## src/rtl/sw_pkg.sv

```systemverilog
// Shared types and helpers for the stopwatch: state encoding, BCD time record,
// digit widths, prescaler ratio calculation and the BCD increment.
package sw_pkg;

  typedef enum logic [1:0] {
    IDLE  = 2'd0,
    RUN   = 2'd1,
    LAP   = 2'd2,
    PAUSE = 2'd3
  } state_t;

  typedef enum logic [1:0] {
    SEL_NONE,
    SEL_SS,
    SEL_CLR,
    SEL_LAP
  } btn_sel_t;

  localparam int TENS6_W = 3;  // tens digit that only reaches 5
  localparam int DIGIT_W = 4;

  typedef struct packed {
    logic [TENS6_W-1:0] m_t;
    logic [DIGIT_W-1:0] m_o;
    logic [TENS6_W-1:0] s_t;
    logic [DIGIT_W-1:0] s_o;
    logic [DIGIT_W-1:0] c_t;
    logic [DIGIT_W-1:0] c_o;
  } bcd_time_t;

  localparam bcd_time_t TIME_MAX = '{m_t: 3'd5, m_o: 4'd9, s_t: 3'd5,
                                     s_o: 4'd9, c_t: 4'd9, c_o: 4'd9};

  function automatic bit div_ok(input int clk_hz, input int tick_hz);
    if (tick_hz <= 0) return 1'b0;
    return (clk_hz % tick_hz == 0) && (clk_hz / tick_hz >= 2);
  endfunction

  function automatic int calc_div(input int clk_hz, input int tick_hz);
    return div_ok(clk_hz, tick_hz) ? clk_hz / tick_hz : 2;
  endfunction

  // Ripple carry through the digits; 59:59.99 wraps to 00:00.00.
  function automatic bcd_time_t bcd_inc(input bcd_time_t t);
    bcd_time_t n;
    n = t;
    if (t.c_o != 4'd9) n.c_o = t.c_o + 4'd1;
    else begin
      n.c_o = '0;
      if (t.c_t != 4'd9) n.c_t = t.c_t + 4'd1;
      else begin
        n.c_t = '0;
        if (t.s_o != 4'd9) n.s_o = t.s_o + 4'd1;
        else begin
          n.s_o = '0;
          if (t.s_t != 3'd5) n.s_t = t.s_t + 3'd1;
          else begin
            n.s_t = '0;
            if (t.m_o != 4'd9) n.m_o = t.m_o + 4'd1;
            else begin
              n.m_o = '0;
              n.m_t = (t.m_t != 3'd5) ? t.m_t + 3'd1 : 3'd0;
            end
          end
        end
      end
    end
    return n;
  endfunction

endpackage

```

## src/rtl/sw_timebase.sv

```systemverilog
// Enable-gated prescaler: tick is registered, high the cycle after the count
// reaches DIV-1, so ticks are DIV enabled cycles apart; no backpressure.
module sw_timebase #(
  parameter int DIV = 10
) (
  input  logic boardCLK,
  input  logic reset,
  input  logic en,
  input  logic clr,
  output logic tick
);

  localparam logic [31:0] LAST = 32'(DIV - 1);

  logic [31:0] cnt;

  // Count holds while disabled so a resumed run finishes the partial period.
  always_ff @(posedge boardCLK) begin
    if (reset || clr) begin
      cnt  <= '0;
      tick <= 1'b0;
    end else begin
      tick <= 1'b0;
      if (en) begin
        if (cnt == LAST) begin
          cnt  <= '0;
          tick <= 1'b1;
        end else begin
          cnt <= cnt + 32'd1;
        end
      end
    end
  end

endmodule

```

## src/rtl/stopwatch_ctrl.sv

```systemverilog
// Stopwatch control: start/stop/lap/clear FSM, centisecond BCD count and lap copy.
// State and status update on the button edge; digits are a mux of registers; no backpressure.
module stopwatch_ctrl
  import sw_pkg::*;
#(
  parameter int CLK_HZ  = 50000000,
  parameter int TICK_HZ = 100
) (
  input  logic       boardCLK,
  input  logic       reset,
  input  logic       btn_startstop,
  input  logic       btn_lap,
  input  logic       btn_clear,
  output logic       tick_cs,
  output logic       running,
  output logic       lap_frozen,
  output logic       overflow,
  output logic [2:0] min_t,
  output logic [3:0] min_o,
  output logic [2:0] sec_t,
  output logic [3:0] sec_o,
  output logic [3:0] cs_t,
  output logic [3:0] cs_o
);

  localparam int DIV = calc_div(CLK_HZ, TICK_HZ);

  if (!div_ok(CLK_HZ, TICK_HZ)) begin : g_bad_div
    $error("stopwatch_ctrl: CLK_HZ/TICK_HZ must be a whole number >= 2");
  end

  state_t    state_q, state_nxt;
  btn_sel_t  sel;
  logic      running_nxt, lap_nxt;
  logic      capture, clr;
  bcd_time_t live_q, lap_q, shown;

  sw_timebase #(.DIV(DIV)) u_timebase (
    .boardCLK (boardCLK),
    .reset    (reset),
    .en       (running),
    .clr      (clr),
    .tick     (tick_cs)
  );

  always_ff @(posedge boardCLK) begin
    if (reset) begin
      state_q    <= IDLE;
      running    <= 1'b0;
      lap_frozen <= 1'b0;
    end else begin
      state_q    <= state_nxt;
      running    <= running_nxt;
      lap_frozen <= lap_nxt;
    end
  end

  // Only the highest-priority button of the cycle is considered at all.
  always_comb begin
    sel = SEL_NONE;
    if (btn_startstop)  sel = SEL_SS;
    else if (btn_clear) sel = SEL_CLR;
    else if (btn_lap)   sel = SEL_LAP;

    state_nxt = state_q;
    case (state_q)
      IDLE:  if (sel == SEL_SS) state_nxt = RUN;
      RUN:   if (sel == SEL_SS) state_nxt = PAUSE;
             else if (sel == SEL_LAP) state_nxt = LAP;
      LAP:   if (sel == SEL_SS) state_nxt = PAUSE;
             else if (sel == SEL_LAP) state_nxt = RUN;
      PAUSE: if (sel == SEL_SS) state_nxt = RUN;
             else if (sel == SEL_CLR) state_nxt = IDLE;
    endcase
  end

  always_comb begin
    running_nxt = (state_nxt == RUN) || (state_nxt == LAP);
    lap_nxt     = (state_nxt == LAP);
    capture     = (state_q == RUN) && (sel == SEL_LAP);
    clr         = (state_q == PAUSE) && (sel == SEL_CLR);
  end

  // A tick on the capture cycle increments live while lap takes the old value.
  always_ff @(posedge boardCLK) begin
    if (reset || clr) begin
      live_q   <= '0;
      lap_q    <= '0;
      overflow <= 1'b0;
    end else begin
      overflow <= tick_cs && (live_q == TIME_MAX);
      if (tick_cs) live_q <= bcd_inc(live_q);
      if (capture) lap_q  <= live_q;
    end
  end

  assign shown = lap_frozen ? lap_q : live_q;
  assign min_t = shown.m_t;
  assign min_o = shown.m_o;
  assign sec_t = shown.s_t;
  assign sec_o = shown.s_o;
  assign cs_t  = shown.c_t;
  assign cs_o  = shown.c_o;

endmodule

```

## config.mk

```make
export PLATFORM = sky130hd
export DESIGN_NAME = stopwatch_ctrl
export DESIGN_NICKNAME = d
export VERILOG_FILES = /design/src/rtl/sw_pkg.sv /design/src/rtl/sw_timebase.sv /design/src/rtl/stopwatch_ctrl.sv
export SDC_FILE = /design/constraint.sdc
export NUM_CORES = 1
export LEC_CHECK = 0
export ABC_AREA = 1
export CAP_MARGIN = 10
export CORE_MARGIN = 3
export CORE_UTILIZATION = 35
export DETAILED_ROUTE_END_ITERATION = 8
export HOLD_SLACK_MARGIN = 0.03
export PLACE_DENSITY = 0.53
export SYNTH_ARGS = -nofsm -noshare
export SYNTH_HDL_FRONTEND = slang
export SYNTH_SLANG_ARGS = --single-unit
export TNS_END_PERCENT = 1
```

## constraint.sdc

```tcl
create_clock -name boardCLK -period 3.84 [get_ports boardCLK]
set_input_delay 0.576 -clock boardCLK [delete_from_list [all_inputs] [get_ports boardCLK]]
set_output_delay 0.576 -clock boardCLK [all_outputs]
set_load 0.01 [all_outputs]
```

==> flow_summary.yaml <==
run_status:
  status: "complete, no violations"
timing:
  hold_viol: 0
  rsz0062_at_grt: "no"
  maxSlewHeadroom_pct: 60.4
  maxSlewViolCount: 0
  finalCritPeriodShare_pct: 64.9
  setup_tns_ns: 0
  worst_pin_slew_ns: 0.593
  finalSetupViolCount: 0
  fmax_mhz: 401
  fin_crit_ns: 2.49
  fin_worst_skew_ns: 0.00647
synthesis:
  synth_cell_type_count: 34
  synth.avg_cell_area_um2: 6.85
  yosys-mux-area-fraction_pct: 0.243
  syn_area_mm2: 0.00412
  synthFlopType: "dfxtp_1"
  netlist_top_cells_area: "dfxtp_1, nand2_1, nor2_1, o21ai_0, inv_1"
  synth_xor_area_share_pct: 4.46
  synth_top_family_by_area: "simple AND/OR/NAND/NOR gates"
  yosysMostFrequentCell: "nand2_1"
  yosys.area.top_type_share_pct: 39.8
  synth_edf_count: 0
  synth_compound_area_share_pct: 12.9
  yosys.area.top_type: "dfxtp_1"
  synthAdderAreaFrac_pct: 0.607
  synth_top_cells_by_count: "nand2_1, nor2_1, dfxtp_1, inv_1, o21ai_0"
  ys_ff_latch: 82
  synth_simple_gate_area_share_pct: 34.2
  synth-async-reset-ratio_pct: 0
  yosysWarnings: 0
  synth_cells: 602
  syn-num-nets: 609
  synth.yosys.seq_area_share_pct: 39.8
global_routing:
  antenna_found_initial: 0
  grt_max_degree: 46
  grt-ovfl-total: 0
  grt_pass1_vias: 3419
  grt_pass1_wl_mm: 15.9
  groute.usage.overall_pct: 15.1
cts:
  cts_setup_buffers: 0
  cts.sinks: 82
  cts_tree: "yes"
  numCtsBuffers: 9
  clk_pin_slew_ns: 0.06
  cts_max_level: 3
  cts-resized-gates: 0
  clock_path_buffers: 2
  clock_latency_ns: 0.33
  holdBufCountCts: 0
  root_buffer: "clkbuf_16"
place:
  place.gp.congestion: 0.876
  placed_area_mm2: 0.00456
  dp.final_hpwl_mm: 6.86
  numPortBuffers: 30
setup_path:
  cp_max_fo: 45
  critPathRequiredTime_ns: 3.26
  critPathLaunchType: "flop"
  criticalPathCategory: "flop to primary output"
  crit_path_end_kind: "primary output"
  arrival_ns: 1.92
floorplan:
  dieHeight_um: 115
  num_io_pins: 31
  die_x_um: 115
  start_util_pct: 36.0
  dieArea_mm2: 0.0131
  row_count: 39
  core_mm2: 0.0115
routing:
  dr.pass1.iters: 4
  vias: 3685
  vias_per_cell: 4.74
  first_iter_violations: 148
  drcViolationCount: 0
  post_drt_wl_per_cell_um: 11.9
  ant_nets: 0
  wl_mm: 9.30
pwr:
  irDropWorstVdd_v: 0.000183
  p_total_mw: 1.82
  power-per-cell-area_mw_per_mm2: 374
  p_leak_nw: 1.72
layout:
  fin_area_mm2: 0.00486
  nets: 638
  n_antenna_cell: 0
  syn2layout_area_growth_pct: 17.9
  final_layout_size_suffix_gt1_share_pct: 8.50
worst_hold_path:
  hp-class: "flop to flop"
job:
  maxCapViolations: 0
==> layout make-up <==
class	count	area, um2
sequential	82	1640
clock inverter	2	35.0
fill	1215	6610
multi-input combinational	438	2160
clock buffer	13	270
inverter	67	251
tap	143	179
timing repair buffer	33	323
==> critical path, cell delays in order (launching register included) <==
cell,delay [ns]
dfxtp_1,0.30
buf_4,0.24
o21ai_0,0.41
clkdlybuf4s50_1,0.62
==> report_power, final <==
group	total (mW)	leakage, nW	switching (mW)	internal [mW]
clock	0.876	0.152	0.324	0.552
sequential	0.874	0.662	0.0108	0.863
combinational	0.0688	0.905	0.0447	0.0241
total	1.82	1.72	0.379	1.44
==> path summary, 6_finish.rpt <==
| kind | from | endpoint | slack, ns | cells after the start |
|---|---|---|---|---|
| setup / recovery | lap_frozen$_SDFF_PP0_ | min_t[2] | 1.35 | 3 |
| hold / removal | live_q[20]$_SDFFE_PP0P_ | live_q[20]$_SDFFE_PP0P_ | 0.48 | 2 |
| setup reg to reg | state_q[0]$_SDFF_PP0_ | u_timebase.cnt[0]$_SDFFE_PP0P_ | 2.22 | 5 |
| hold reg to reg | live_q[20]$_SDFFE_PP0P_ | live_q[20]$_SDFFE_PP0P_ | 0.48 | 2 |
==> through the flow <==
step / setup slack, ns / utilization [%] / instances / hold WS (ns)
6_report: 1.35 / 42.4 / 778 / 0.482
3_3_place_gp: 1.42 / 39.7 / 763 / 0.472
5_1_grt: 1.25 / 42.4 / 778 / 0.509
4_1_cts: 1.36 / 42.4 / 778 / 0.485
2_1_floorplan: 2.21 / - / 602 / 0.452
3_5_place_dp: 1.37 / 39.7 / 763 / 0.476
==> cell usage in the layout, fill, tap and decap left out, drive strengths merged <==
cell and count:
bufinv 1, nand4 9, o211ai 1, ha 2
o2bb2ai 1, nor3 13, clkdlybuf4s50 30, or2 1
clkbuf 13, and2 2, o21ai 57, nand2 137
o22ai 1, xor2 15, a21oi 41, and3 1
nor2 112, mux2i 1, dfxtp 82, buf 3
inv 67, nand3 36, a311oi 1, xnor2 6
clkinv 1, nand3b 1
==> cell families (layout without fill, tap and decap cells) <==
| family | count (synthesis) | count (layout) |
|---|---|---|
| compound gates | 102 | 102 |
| xor+xnor | 21 | 21 |
| fa+ha+maj | 2 | 2 |
| buf+inv | 82 | 115 |
| flops | 82 | 82 |
| mux | 1 | 1 |
| simple gates | 312 | 312 |
==> state kept, by name, indices dropped and copies added, names as in the netlist <==
signal,cells
u_timebase.cnt,32
overflow,1
lap_q,22
state_q,2
running,1
u_timebase.tick,1
lap_frozen,1
live_q,22
==> per-layer routing <==
metal	global-route usage (%)	routed length, um	vias up
met2	23.5	4190	38
met5	0	0	-
li1	-	-	1980
met1	20.5	4770	1663
met4	6.10	74	0
met3	2.80	256	4
Note: power is estimated with default switching activity, not from simulation.
